$ cat src/rtl/pixel_plot_writer.sv
// Pixel plot writer: queues range-checked plot requests in a 4-entry FIFO and
// streams them to a 160x120 framebuffer, with a drain-then-fill clear-screen mode.
module pixel_plot_writer (
    input  logic        clock,
    input  logic        reset,
    input  logic [7:0]  iX,
    input  logic [6:0]  iY,
    input  logic [8:0]  iColour,
    input  logic        iPlot,
    input  logic        iClear,
    input  logic [8:0]  iClearColour,
    output logic        oReady,
    output logic [14:0] oWrAddr,
    output logic [8:0]  oWrData,
    output logic        oWrEn,
    output logic        oClearDone,
    output logic [7:0]  oDropCount
);

    localparam logic [1:0]  IDLE  = 2'd0;
    localparam logic [1:0]  DRAIN = 2'd1;
    localparam logic [1:0]  CLEAR = 2'd2;
    localparam logic [1:0]  DONE  = 2'd3;

    localparam logic [14:0] LAST_ADDR = 15'd19199;

    logic [1:0]  state;
    logic [23:0] fifo_mem [4];
    logic [1:0]  wr_ptr;
    logic [1:0]  rd_ptr;
    logic [2:0]  count;
    logic [14:0] clr_addr;
    logic [8:0]  clr_colour;

    logic        in_range;
    logic [14:0] plot_addr;
    logic        accept;
    logic        push;
    logic        drop;
    logic        pop;

    // NOTE: every signal driven here gets a value on every path, so no latches are inferred.
    always_comb begin
        in_range   = (iX <= 8'd159) && (iY <= 7'd119);
        plot_addr  = 15'(iY) * 15'd160 + 15'(iX);
        oReady     = (count != 3'd4) && (state == IDLE);
        accept     = iPlot && oReady;
        push       = accept && in_range;
        drop       = accept && !in_range;
        pop        = (count != 3'd0) && ((state == IDLE) || (state == DRAIN));
        oClearDone = (state == DONE);
    end

    // NOTE: the FIFO storage has no reset; the pointers and count define which entries are valid.
    always_ff @(posedge clock) begin
        if (push)
            fifo_mem[wr_ptr] <= {plot_addr, iColour};
    end

    // NOTE: sequential state uses non-blocking assignments so every register samples pre-edge values.
    always_ff @(posedge clock or posedge reset) begin
        if (reset) begin
            wr_ptr <= 2'd0;
            rd_ptr <= 2'd0;
            count  <= 3'd0;
        end else begin
            if (push)
                wr_ptr <= wr_ptr + 2'd1;
            if (pop)
                rd_ptr <= rd_ptr + 2'd1;
            case ({push, pop})
                2'b10:   count <= count + 3'd1;
                2'b01:   count <= count - 3'd1;
                default: count <= count;
            endcase
        end
    end

    always_ff @(posedge clock or posedge reset) begin
        if (reset) begin
            state      <= IDLE;
            clr_addr   <= 15'd0;
            clr_colour <= 9'd0;
            oWrEn      <= 1'b0;
            oWrAddr    <= 15'd0;
            oWrData    <= 9'd0;
            oDropCount <= 8'd0;
        end else begin
            oWrEn <= 1'b0;
            // pop is never true in CLEAR, so at most one write source per cycle
            if (pop) begin
                oWrEn              <= 1'b1;
                {oWrAddr, oWrData} <= fifo_mem[rd_ptr];
            end else if (state == CLEAR) begin
                oWrEn   <= 1'b1;
                oWrAddr <= clr_addr;
                oWrData <= clr_colour;
            end

            if (drop && (oDropCount != 8'hFF))
                oDropCount <= oDropCount + 8'd1;

            case (state)
                IDLE: begin
                    if (iClear) begin
                        state      <= DRAIN;
                        clr_colour <= iClearColour;
                    end
                end
                DRAIN: begin
                    if (count == 3'd0)
                        state <= CLEAR;
                end
                CLEAR: begin
                    if (clr_addr == LAST_ADDR) begin
                        clr_addr <= 15'd0;
                        state    <= DONE;
                    end else begin
                        clr_addr <= clr_addr + 15'd1;
                    end
                end
                default: state <= IDLE;
            endcase
        end
    end

endmodule

$ cat config.mk
export PLATFORM = sky130hd
export DESIGN_NAME = pixel_plot_writer
export DESIGN_NICKNAME = d
export VERILOG_FILES = /design/src/rtl/pixel_plot_writer.sv
export SDC_FILE = /design/constraint.sdc
export NUM_CORES = 1
export LEC_CHECK = 0
export BUFFER_PORTS_ARGS = -buffer_cell sky130_fd_sc_hd__buf_4
export CAP_MARGIN = 20
export CELL_PAD_IN_SITES_DETAIL_PLACEMENT = 1
export CELL_PAD_IN_SITES_GLOBAL_PLACEMENT = 1
export CORE_MARGIN = 2
export CORE_UTILIZATION = 51
export DETAILED_ROUTE_END_ITERATION = 8
export GPL_TIMING_DRIVEN = 0
export PLACE_DENSITY = 0.86
export REMOVE_ABC_BUFFERS = 1
export SETUP_SLACK_MARGIN = 0.4
export SYNTH_ARGS = -nofsm -noshare
export SYNTH_HDL_FRONTEND = slang
export SYNTH_SLANG_ARGS = --single-unit
$ cat constraint.sdc
create_clock -name clock -period 5.75 [get_ports clock]
set_clock_uncertainty 0.05 [all_clocks]
set_input_delay 1.15 -clock clock [delete_from_list [all_inputs] [get_ports clock]]
set_output_delay 1.15 -clock clock [all_outputs]
set_load 0.02 [all_outputs]
# Word level (Yosys, flattened, before mapping)

Memory sizes are Yosys's and may differ from the RTL's.
Cells that the tools add are included.

Memories: 1
Bits in registers: 66
Memory bits (writable): 96
Bits in latches: 0
Output and inout bits: 35
Bits of input ports: 37
Memory bits (read-only): 0

Divide/modulo/power cells: 0
Shift-type cells: 0
$lt $le $gt $ge: 2
Bitwise logic cells: 0
Equality and inequality tests: 11
Add/sub/neg operators: 7
Multiply operators: 1
Mux-type cells: 14
Reduce and logical (&&, ||, !) cells: 16

Memory list:

| memory   | depth | width | read ports | clocked after memory_dff | wr ports | RTL line | RTL |
|---|---|---|---|---|---|---|---|
| fifo_mem | 4     | 24    | 1          | 0                        | 1        | 28       | `logic [23:0] fifo_mem [4];` |

Operators with widths:

| cell                                                                     | number |
|---|---|
| 15-bit two-way mux                                                       | 3 |
| 9-bit two-way mux                                                        | 2 |
| 15-bit by 1-bit adder with 15-bit output (second input constant)         | 1 |
| 15-bit by 8-bit adder with 15-bit output                                 | 1 |
| 15-bit == test (second input constant)                                   | 1 |
| 7-bit by 3-bit multiplier with 10-bit output (second input constant)     | 1 |
| 8-bit by 1-bit adder with 8-bit output (second input constant)           | 1 |
| 8-bit <= comparator (second input constant)                              | 1 |
| 8-bit inequality test (second input constant)                            | 1 |
| 7-bit <= comparator (second input constant)                              | 1 |
| 1-bit logical AND                                                        | 7 |
| 2-bit == test (second input constant)                                    | 3 |
| 2-bit two-way mux                                                        | 3 |
| 2-bit case mux with 3 select lines                                       | 1 |
| 3-bit case mux with 2 select lines                                       | 1 |
| 2-bit by 1-bit adder with 2-bit output (second input constant)           | 2 |
| 2-bit by 1-bit == test with 1-bit output (second input constant)         | 2 |
| 1-bit two-way mux                                                        | 4 |
| 2-bit by 1-bit inequality test with 1-bit output (second input constant) | 2 |
| 2-bit nonzero test                                                       | 2 |
| 3-bit by 1-bit adder with 3-bit output (second input constant)           | 1 |
| 3-bit zero test                                                          | 1 |
| 3-bit inequality test (second input constant)                            | 1 |
| 3-bit AND reduction                                                      | 1 |
| other kinds (7)                                                          | 7 |

# Depth between registers and ports, before layout

Depth in word-level cells: 6
Mapped depth: 11
Depth with buffers taken out: 11

# Worst setup path after synthesis

Ideal clock, no wire load.

Path type: input -> register
Start point: in iY[1]
End point: mem fifo_mem[0][22] (data pin)
Stages on the path: 8
Required time: 5.421 ns
Arrival: 2.971 ns
Slack: 2.450 ns
Path through: ha_1 ha_1 fa_1 a211oi_1 o21bai_1 o21a_1 nand3_1 xor3_1

Cells in the longest elaborated chain, start to end: 2

RTL lines:

| element                                      | RTL line | RTL |
|---|---|---|
| start: declaration                           | 7        | `input logic [6:0] iY,` |
| 7-bit by 3-bit multiplier with 10-bit output | 45       | `plot_addr = 15'(iY) * 15'd160 + 15'(iX);` |
| 15-bit by 8-bit adder with 15-bit output     | 45       |  |
| via plot_addr[13]                            | 36       | `logic [14:0] plot_addr;` |
| end: declaration                             | 28       |  |

The timed path passes the listed nets, and every way through them passes these cells.

# Worst setup path in the final report

Ends and elaborated chain as after synthesis.

==> results.yml <==
worst_setup_path:
  r2r_setup_slack_ps: 2810
  regToRegEndpoint: "fifo_mem[1][13]"
  critPathBufInv: 1
  crit_top_cell: "ha_1"
  required_ps: 5850
  rr_startpoint: "state[0]"
  path_cells: "buf_4, ha_1, ha_1, fa_1, a211oi_1, o21bai_1, o21a_1, nand3_1, xor3_1"
  reg2reg_depth: 6
  critical-path-top-delay-family: "adder cells"
  critPathCaptureType: "flip-flop"
  path_max_fanout: 4
  critical_path_class: "in2reg"
  worstPathArrival_ps: 3380
  crit_path_start_kind: "input pin"
  slowest_delay_ps: 430
  worst_path_max_delay_cell: "a211oi_1"
logic_synthesis:
  seq_area_frac_synth_pct: 63.9
  synth-seq-cells: 162
  synth_adder_area_share_pct: 5.08
  synthCells: 466
  syn_area_per_cell_um2: 15.2
  ys.flop_type: "edfxtp_1"
  synth_top_family_by_area: "multiplexers"
  synth-simple-area-share_pct: 6.72
  synth_edf_count: 96
  synth_compound_gate_area_share_pct: 4.55
  syn-cell-area_mm2: 0.00709
  synth_xor_area_share_pct: 4.29
  synth.area.mux_share_pct: 13.2
  synth.distinct_cells: 50
  yosysWarnings: 0
  ys_async_sr_fraction_pct: 40.7
routing:
  via_per_inst: 5.78
  initialDrtViolationCount: 271
  drtPass1Iterations: 4
  avgRoutedWirePerCell_um: 23.5
  drc: 0
  totalWireLength_um: 17500
  route.vias.total: 4286
  ant_nets: 0
grt:
  grt_usage_pct: 25.6
  antenna_found_initial: 0
  grt_pass1_wl_um: 27400
  grt_pass1_vias: 4822
  grt.overflow.total: 0
  grt_start_max_net_pins: 38
power:
  power_density_mw_per_mm2: 290
  leakage_nw: 3.65
  finalPower_mw: 2.49
  max-vdd-ir-drop_mv: 0.232
floorplan:
  die_area_mm2: 0.0149
  row_count: 43
  core_mm2: 0.0137
  die_y_um: 122
  initial_utilization_pct: 51.7
  die_width_um: 122
  io_pins: 72
place:
  place_area_mm2: 0.00801
  numPortBuffers: 71
  place_inst: 710
  hpwl_um: 11600
  gp_congestion: 0.779
timing:
  period_share_pct: 57.0
  tightest_slew_ps: 861
  rsz0062_at_grt: "no"
  period_minus_slack_ps: 3280
  tns_ps: 0
  setup_violations: 0
  hold_ws_ps: 449
  max_freq_ghz: 0.305
  slew_headroom_pct: 42.6
  report.final.slew_viol_count: 0
  hold_viol_final: 0
clock_tree:
  path_clk_slew_ps: 60
  ctsHoldBuffers: 0
  post_cts_buffers: 0
  cts_root_buf: "clkbuf_16"
  cts.sinks: 162
  numCtsBuffers: 17
  clock_latency_ps: 430
  htreeDepth: 4
  post_cts_resized: 0
  cts_tree: "yes"
  clock_path_buffers: 2
final_layout:
  final_cells: 742
  fin_area_mm2: 0.00860
  diodes: 0
  nNetsFinal: 613
  fill_cells: 1283
  regArea_mm2: 0.00454
  multi_input_area_mm2: 0.00241
  syn_to_final_growth_pct: 21.2
  drive_above_1_share_pct: 27.9
status:
  status: "completed"
hold_path:
  holdPathEnd: "oDropCount[7]"
  hp-start: "oDropCount[7]"
  min-delay-path-class: "reg2reg"
  hold_depth: 1
flow_run:
  maxCapViolCount: 0
[cells in the final DEF, fill, tap and decap left out, drive strengths merged, types with 2 or more instances in the layout]
master   n
edfxtp  96
buf     80
dfrtp   66
nor2    38
a21oi   28
mux2i   27
mux4    24
ha      24
clkbuf  22
xnor2   20
inv     20
nand2   18
xor2    12
mux2    11
o21ai   10
nand3    9
clkinv   7
nand4    6
and2     5
and3     4
o21bai   3
fa       3
nor3b    2
nor3     2
or3      2
nor2b    2
a21o     2
bufinv   2
o31ai    2
[logic make-up (layout without fill, tap and decap cells)]
family / count (synthesis) / after routing
flops: 162 / 162
fa+ha+maj: 27 / 27
mux: 62 / 62
compound gates: 52 / 52
buf+inv: 36 / 132
simple gates: 94 / 94
xor+xnor: 33 / 33
[through the flow]
step / util (%) / setup slack [ps]
finish: 62.7 / 2470
global route: 62.7 / 2310
CTS: 62.7 / 2490
detailed placement: 58.4 / 2040
global placement: 56.6 / 2060
floorplan: - / 2450
[area by class of cell]
class / instances / share of cell area (%)
Multi-Input combinational cell: 268 / 28.1
Timing Repair Buffer: 80 / 8.82
Clock buffer: 22 / 5.63
Inverter: 20 / 0.873
Clock inverter: 10 / 1.24
Sequential cell: 162 / 52.8
Tap cell: 180 / 2.62
[flip-flops by register name (all words and copies together), names as in the netlist, 3 cells and up]
signal / count
fifo_mem: 96
clr_colour: 9
oWrData: 9
oWrAddr: 15
clr_addr: 15
count: 3
oDropCount: 8
[where the power goes]
part | internal [mW] | switching [mW] | leakage [nW]
Clock | 0.680 | 0.446 | 0.289
Sequential | 1.25 | 0 | 1.72
Combinational | 0.0450 | 0.0671 | 1.64
[how the worst max path moves through the flow]
| stage | from | endpoint | slack [ps] | depth (start not counted) |
|---|---|---|---|---|
| after floorplan | iY[1] | fifo_mem[0][22] | 2450 | 8 |
| after global placement | reset | oWrData[5] | 2060 | 2 |
| after detailed placement | iY[1] | fifo_mem[3][22] | 2040 | 9 |
| after CTS | iY[1] | fifo_mem[0][22] | 2490 | 9 |
| after global routing | iY[1] | fifo_mem[0][23] | 2310 | 9 |
| final | iY[1] | fifo_mem[0][22] | 2470 | 9 |
[routing by layer]
layer	GRT usage (%)	vias to the layer above	wire length [um]
met1	30.3	2239	6730
met3	7.12	43	849
li1	-	1878	-
met5	0	-	0
met2	44.6	126	9350
met4	10.1	0	527
[cell usage after synthesis, types with 3 or more instances]
cell | count | share of area (%)
mux2_2 | 10 | 1.6
ha_1 | 24 | 4.2
nand3_1 | 8 | 0.56
mux4_2 | 24 | 7.6
nand4_1 | 6 | 0.53
nor2_1 | 38 | 2.0
edfxtp_1 | 96 | 41
inv_1 | 20 | 1.1
buf_4 | 3 | 0.32
xor2_1 | 12 | 1.5
fa_1 | 3 | 0.85
clkbuf_1 | 5 | 0.26
mux2i_1 | 27 | 3.8
a21oi_1 | 28 | 2.0
dfrtp_1 | 66 | 23
nand2_1 | 17 | 0.90
and2_1 | 4 | 0.35
buf_2 | 8 | 0.56
o21bai_1 | 3 | 0.32
o21ai_0 | 9 | 0.63
xnor2_1 | 20 | 2.5
Note: power is estimated with default switching activity, not from simulation.
